<file path="src/rtl/seq_pkg.sv">
// Shared definitions for the "1100" serial recognition path (transmitter, detector, benches).
// Holds the FSM state encoding and the pattern being recognised.
// No logic; the latency and backpressure fields do not apply.
package seq_pkg;

  typedef enum logic [1:0] {
    ST_IDLE  = 2'd0,
    ST_SHIFT = 2'd1,
    ST_GAP   = 2'd2,
    ST_DONE  = 2'd3
  } seq_state_e;

  localparam logic [3:0] MATCH_PAT = 4'b1100;

endpackage

</file>
<file path="src/rtl/seq_pattern_tx_if.sv">
// Bundle of request and serial-output signals for seq_pattern_tx.
// master: requester side (drives start/pattern_in/repeat_in); slave: the transmitter.
// No storage; start is a level sampled by the transmitter only while it is idle.
interface seq_pattern_tx_if #(
  parameter int WIDTH  = 8,
  parameter int REP_W  = 4,
  parameter int MCNT_W = 8
);

  logic              start;
  logic [WIDTH-1:0]  pattern_in;
  logic [REP_W-1:0]  repeat_in;
  logic              seq_out;
  logic              bit_valid;
  logic              busy;
  logic              done;
  logic [MCNT_W-1:0] match_cnt;

  modport master (
    output start, pattern_in, repeat_in,
    input  seq_out, bit_valid, busy, done, match_cnt
  );

  modport slave (
    input  start, pattern_in, repeat_in,
    output seq_out, bit_valid, busy, done, match_cnt
  );

endinterface

</file>
<file path="src/rtl/seq_match_counter.sv">
// Counts "1100" occurrences in the stream of valid serial bits, with a saturating counter.
// Latency: count reflects a bit on the cycle after that bit is valid.
// No backpressure; clear has priority over counting. Ports: clock, reset, clear, bit_vld/bit_dat in, match_cnt out.
module seq_match_counter
  import seq_pkg::*;
#(
  parameter int MCNT_W = 8
) (
  input  logic              clock,
  input  logic              reset,
  input  logic              clear,
  input  logic              bit_vld,
  input  logic              bit_dat,
  output logic [MCNT_W-1:0] match_cnt
);

  // Last three valid bits, oldest in bit 2. Only valid bits shift in, so gap
  // zeros are invisible and a match may straddle a repetition boundary.
  logic [2:0]        hist_q;
  logic [MCNT_W-1:0] cnt_q;
  logic              hit;

  assign hit = ({hist_q, bit_dat} == MATCH_PAT);

  always_ff @(posedge clock) begin
    if (reset || clear) begin
      hist_q <= '0;
      cnt_q  <= '0;
    end else if (bit_vld) begin
      hist_q <= {hist_q[1:0], bit_dat};
      if (hit && (cnt_q != '1)) begin
        cnt_q <= cnt_q + 1'b1;
      end
    end
  end

  assign match_cnt = cnt_q;

endmodule

</file>
<file path="src/rtl/seq_pattern_tx.sv">
// Shifts a parallel pattern out MSB-first, optionally repeated with zero gaps, and counts "1100" sent.
// Latency: first bit on the cycle after start is accepted; done pulses one cycle after the last bit.
// No backpressure; start is only honoured in IDLE. Ports: clock, reset, bus (slave modport).
module seq_pattern_tx
  import seq_pkg::*;
#(
  parameter int WIDTH   = 8,
  parameter int REP_W   = 4,
  parameter int GAP_LEN = 0,
  parameter int MCNT_W  = 8
) (
  input  logic          clock,
  input  logic          reset,
  seq_pattern_tx_if.slave bus
);

  localparam int BC_W  = $clog2(WIDTH);
  localparam int GAP_W = (GAP_LEN < 1) ? 1 : $clog2(GAP_LEN + 1);

  seq_state_e       state_q;
  seq_state_e       state_d;
  logic [WIDTH-1:0] shreg_q;
  logic [WIDTH-1:0] hold_q;
  logic [BC_W-1:0]  bit_cnt_q;
  logic [REP_W-1:0] rep_left_q;
  logic [GAP_W-1:0] gap_cnt_q;

  logic start_acc;
  logic last_bit;
  logic more_reps;

  assign start_acc = (state_q == ST_IDLE) && bus.start;
  assign last_bit  = (bit_cnt_q == '0);
  assign more_reps = (rep_left_q > REP_W'(1));

  always_ff @(posedge clock) begin
    if (reset) begin
      state_q <= ST_IDLE;
    end else begin
      state_q <= state_d;
    end
  end

  always_comb begin
    state_d = state_q;
    case (state_q)
      ST_IDLE: begin
        if (bus.start) state_d = ST_SHIFT;
      end
      ST_SHIFT: begin
        if (last_bit) begin
          if (!more_reps)       state_d = ST_DONE;
          else if (GAP_LEN > 0) state_d = ST_GAP;
        end
      end
      ST_GAP: begin
        if (gap_cnt_q == '0) state_d = ST_SHIFT;
      end
      ST_DONE: begin
        state_d = ST_IDLE;
      end
      default: begin
        state_d = ST_IDLE;
      end
    endcase
  end

  // Counters are tested for their terminal value before being decremented,
  // so they never wrap.
  always_ff @(posedge clock) begin
    if (reset) begin
      shreg_q    <= '0;
      hold_q     <= '0;
      bit_cnt_q  <= '0;
      rep_left_q <= '0;
      gap_cnt_q  <= '0;
    end else begin
      case (state_q)
        ST_IDLE: begin
          if (bus.start) begin
            shreg_q    <= bus.pattern_in;
            hold_q     <= bus.pattern_in;
            rep_left_q <= (bus.repeat_in == '0) ? REP_W'(1) : bus.repeat_in;
            bit_cnt_q  <= BC_W'(WIDTH - 1);
          end
        end
        ST_SHIFT: begin
          shreg_q <= {shreg_q[WIDTH-2:0], 1'b0};
          if (!last_bit) begin
            bit_cnt_q <= bit_cnt_q - 1'b1;
          end else if (more_reps) begin
            // Reload on the last bit so the next repetition follows with no
            // bubble, or after the gap when one is configured.
            rep_left_q <= rep_left_q - 1'b1;
            shreg_q    <= hold_q;
            bit_cnt_q  <= BC_W'(WIDTH - 1);
            gap_cnt_q  <= GAP_W'((GAP_LEN > 0) ? GAP_LEN - 1 : 0);
          end
        end
        ST_GAP: begin
          if (gap_cnt_q != '0) gap_cnt_q <= gap_cnt_q - 1'b1;
        end
        default: begin
        end
      endcase
    end
  end

  // Moore outputs, decoded from registers only.
  assign bus.bit_valid = (state_q == ST_SHIFT);
  assign bus.seq_out   = (state_q == ST_SHIFT) ? shreg_q[WIDTH-1] : 1'b0;
  assign bus.busy      = (state_q != ST_IDLE);
  assign bus.done      = (state_q == ST_DONE);

  seq_match_counter #(
    .MCNT_W (MCNT_W)
  ) u_match (
    .clock     (clock),
    .reset     (reset),
    .clear     (start_acc),
    .bit_vld   (bus.bit_valid),
    .bit_dat   (bus.seq_out),
    .match_cnt (bus.match_cnt)
  );

endmodule
</file>
<file path="src/flat_wrapper.sv">
// flat-port wrapper written by rule: the top's interface ports become plain ports
module seq_pattern_tx_flat import seq_pkg::*;
#(
  parameter int WIDTH   = 8,
  parameter int REP_W   = 4,
  parameter int GAP_LEN = 0,
  parameter int MCNT_W  = 8
)
  (clock, reset, bus_start, bus_pattern_in, bus_repeat_in, bus_seq_out, bus_bit_valid, bus_busy, bus_done, bus_match_cnt);
  seq_pattern_tx_if #(.WIDTH(WIDTH), .REP_W(REP_W), .MCNT_W(MCNT_W)) bus_i ();
  input  logic clock;
  input  logic reset;
  input wire logic [$bits(bus_i.start)-1:0] bus_start;
  input wire logic [$bits(bus_i.pattern_in)-1:0] bus_pattern_in;
  input wire logic [$bits(bus_i.repeat_in)-1:0] bus_repeat_in;
  output wire logic [$bits(bus_i.seq_out)-1:0] bus_seq_out;
  output wire logic [$bits(bus_i.bit_valid)-1:0] bus_bit_valid;
  output wire logic [$bits(bus_i.busy)-1:0] bus_busy;
  output wire logic [$bits(bus_i.done)-1:0] bus_done;
  output wire logic [$bits(bus_i.match_cnt)-1:0] bus_match_cnt;
  assign bus_i.start = bus_start;
  assign bus_i.pattern_in = bus_pattern_in;
  assign bus_i.repeat_in = bus_repeat_in;
  assign bus_seq_out = bus_i.seq_out;
  assign bus_bit_valid = bus_i.bit_valid;
  assign bus_busy = bus_i.busy;
  assign bus_done = bus_i.done;
  assign bus_match_cnt = bus_i.match_cnt;
  seq_pattern_tx #(.WIDTH(WIDTH), .REP_W(REP_W), .GAP_LEN(GAP_LEN), .MCNT_W(MCNT_W)) u_core (.clock(clock), .reset(reset), .bus(bus_i));
endmodule
</file>
<file path="config.mk">
export PLATFORM = sky130hd
export DESIGN_NAME = seq_pattern_tx_flat
export DESIGN_NICKNAME = d
export VERILOG_FILES = /design/src/rtl/seq_pkg.sv /design/src/rtl/seq_pattern_tx_if.sv /design/src/rtl/seq_match_counter.sv /design/src/rtl/seq_pattern_tx.sv /design/src/flat_wrapper.sv
export SDC_FILE = /design/constraint.sdc
export NUM_CORES = 1
export LEC_CHECK = 0
export ABC_AREA = 1
export CAP_MARGIN = 20
export CORE_MARGIN = 5
export CORE_UTILIZATION = 40
export CTS_BUF_LIST = sky130_fd_sc_hd__clkbuf_8
export DETAILED_ROUTE_END_ITERATION = 12
export GPL_ROUTABILITY_DRIVEN = 0
export PLACE_DENSITY = 0.66
export SLEW_MARGIN = 30
export SYNTH_ARGS = -nofsm -noshare
export SYNTH_HDL_FRONTEND = slang
export SYNTH_HIERARCHICAL = 1
export SYNTH_SLANG_ARGS = --single-unit
</file>
<file path="constraint.sdc">
create_clock -name clock -period 1.4 [get_ports clock]
set_input_delay 0.21 -clock clock [delete_from_list [all_inputs] [get_ports clock]]
set_output_delay 0.21 -clock clock [all_outputs]
set_load 0.01 [all_outputs]
</file>
==> results.toml <==
[floorplan]
die_w_microns = 79.9
io_pins = 27
dieHeight_microns = 79.9
coreArea_sq_um = 4720
num_rows = 25
start_util_pct = 41.4
dieArea_sq_um = 6380

[yosys]
synth_common_cells = "nand2_1, inv_1, dfxtp_1, nor2_1, a21oi_1"
async_flop_share_pct = 0
ys_top_cells_by_area = "dfxtp_1, nand2_1, a21oi_1, nand3_1, inv_1"
synth_top_area_cell = "dfxtp_1"
synth_enable_flop_cells = 0
yosysUniqueCellTypes = 24
ys_seq_elements = 36
synth_most_common_cell = "nand2_1"
yosysSeqAreaShare_pct = 36.9
syn_inst = 291
netlist.area_leader.share_pct = 36.9
synth.net_count = 311
yosys_warnings = 6
synthFlopType = "dfxtp_1"
avgSynthCellArea_sq_um = 6.71
syn-cell-area_sq_um = 1950

[placement]
placed_area_sq_um = 2450
portBuffers = 26
dp_hpwl_microns = 3390
pre_cts_ws_ps = -193
placed_cells = 403

[timing]
hold_violations = 0
fin_crit_ps = 1410
fin_crit_sh_pct = 101
rsz0062_at_grt = "yes"
skew_ps = 6.95
finalSetupViolCount = 2
slew_headroom_pct = 58.3
worst_pin_slew_ps = 625
drv_slew = 0
setup_ws_ps = -7.80
fmax_ghz = 0.710
hold_ws_ps = 454

[clock_network]
cts_tree = "done"
cts_buffers = 5
cts_buffer_depth = 2
clock_sinks = 36
clk_latency_ps = 290
clk_pin_slew_worst_paths_ps = 70
cts_root_buf = "clkbuf_8"
htreeDepth = 2

[cells_and_area]
num_antenna_cells = 0
post-route-cell-area_sq_um = 2700
finalNetCount = 368
area_delta_synth_final_pct = 38.0
nFillCells = 460
drive_gt1_share_pct = 25.2
fin_cells = 416
utilization_pct = 57.1

[detailed_routing]
vias = 1956
dr.pass1.iters = 4
finalWirelength_microns = 4760
drt-vias-per-instance = 4.70
drc = 0
drt_first_iter_violations = 125
antenna_left = 0
post_drt_wl_per_cell_microns = 11.4

[power]
ir_worst_vdd_v = 0.000623
power_leakage_nw = 1.25
p_per_area_nw_per_um2 = 1010

[hold_path]
hold_path.class = "reg -> reg"

[critical_path]
path_class = "reg -> reg"
crit_required_ps = 1610
cp-start-kind = "flip-flop"
cpPeakStageDelay_ps = 360
cp_max_fo = 10
path_cells = "buf_6 > inv_8 > nor2_4 > buf_6 > buf_6 > nand2_1 > nand3b_1 > nand2_1 > nand2_1 > nor2_1"
crit_slowest_cell = "dfxtp_4"
critPathCaptureType = "flip-flop"
cp.arrival_ps = 1620

[global_routing]
grt_overflow_total = 0
track_usage_pct = 16.0
grt_max_degree = 23
antenna_found_initial = 0
first_global_vias = 1835
grt_pass1_wl_microns = 8190

[status]
failed_checks = "negative setup slack"
outcome = "finished, violations left"

[run]
cap_violations = 0
critical path, delay by kind of cell, from the launching register on:
kind | cells | cell delay, ps
buffers and inverters | 4 | 410
AND/OR/NAND/NOR | 6 | 560
flip-flops | 1 | 360
through the flow:
step                setup TNS, ps  power, W
floorplan                       0   0.00163
global placement            -3300   0.00189
detailed placement          -3710   0.00190
CTS                         -25.7   0.00267
global route                 -878   0.00291
finish                      -11.0   0.00273
worst paths after layout:
kind / from / end / slack (ps) / cells after the start
worst max-delay path: u_core/state_q[0]$_SDFFE_PP0P_ / u_core/u_match/match_cnt[2]$_SDFFE_PP0P_ / -8 / 10
worst min-delay path: u_core/hold_q[1]$_SDFFE_PP0P_ / u_core/hold_q[1]$_SDFFE_PP0P_ / 450 / 2
worst max register to register: u_core/state_q[0]$_SDFFE_PP0P_ / u_core/u_match/match_cnt[2]$_SDFFE_PP0P_ / -8 / 10
worst min register to register: u_core/hold_q[1]$_SDFFE_PP0P_ / u_core/hold_q[1]$_SDFFE_PP0P_ / 450 / 2
metal layers:
metal	up-vias	wire length [microns]	GRT usage, %
met5	-	0	0
met4	0	43	5.74
met3	4	163	3.50
met2	31	2270	25.7
met1	880	2280	21.1
li1	1041	-	-
final cells by class:
| cell class | count | area [sq um] | area share, % |
|---|---|---|---|
| multi-input combinational | 203 | 1130 | 42.0 |
| sequential | 36 | 729 | 27.1 |
| timing repair buffer | 56 | 480 | 17.8 |
| inverter | 46 | 180 | 6.69 |
| tap | 67 | 83.8 | 3.11 |
| clock buffer | 6 | 82.6 | 3.06 |
| clock inverter | 2 | 7.51 | 0.279 |
where the power goes:
part	switching, W	internal, W
registers	0.0000450	0.00111
clock network	0.000368	0.000387
logic	0.000461	0.000360
cell usage in the layout (no fill, tap or decap), types with 2 or more instances in the layout:
cell             synthesis  final
nand2_1                 58     57
inv_1                   39     37
dfxtp_1                 36     31
a21oi_1                 32     29
nor2_1                  35     28
nand3_1                 31     28
buf_4                    3     25
o21ai_0                 19     16
clkdlybuf4s50_1          0     14
inv_2                    7     10
dlygate4sd2_1            0      8
nor2_4                   4      7
clkbuf_8                 0      6
buf_6                    1      6
nand2_2                  5      5
nor2_2                   1      5
ha_1                     5      4
dfxtp_2                  0      4
nand3_2                  3      4
clkbuf_2                 0      3
o21ai_1                  0      3
a21oi_2                  1      3
nand4_1                  3      3
nand2_4                  1      2
a21oi_4                  1      2
nand3_4                  0      2
flip-flops by register name (all words and copies together) (netlist names):
name,flops
u_core/u_match/match_cnt,8
u_core/rep_left_q,4
u_core/bit_cnt_q,3
u_core/state_q,2
u_core/shreg_q,8
u_core/hold_q,8
u_core/u_match/hist_q,3
logic make-up after synthesis:
family          count (synthesis)  share of synthesized area [%]
xor+xnor                        1                          0.449
compound gates                 54                           14.7
flops                          36                           36.9
fa+ha+maj                       5                           3.20
buf+inv                        52                           11.0
simple gates                  143                           33.8
what timing repair did:
item                                    CTS  global route
hold buffers                              0             0
gates resized for setup                  28            38
endpoints found under the setup margin   17            30
gates cloned                              1             0
setup buffers                             1             4
pin swaps                                 2             6
Power figures use the tool's default switching activity.
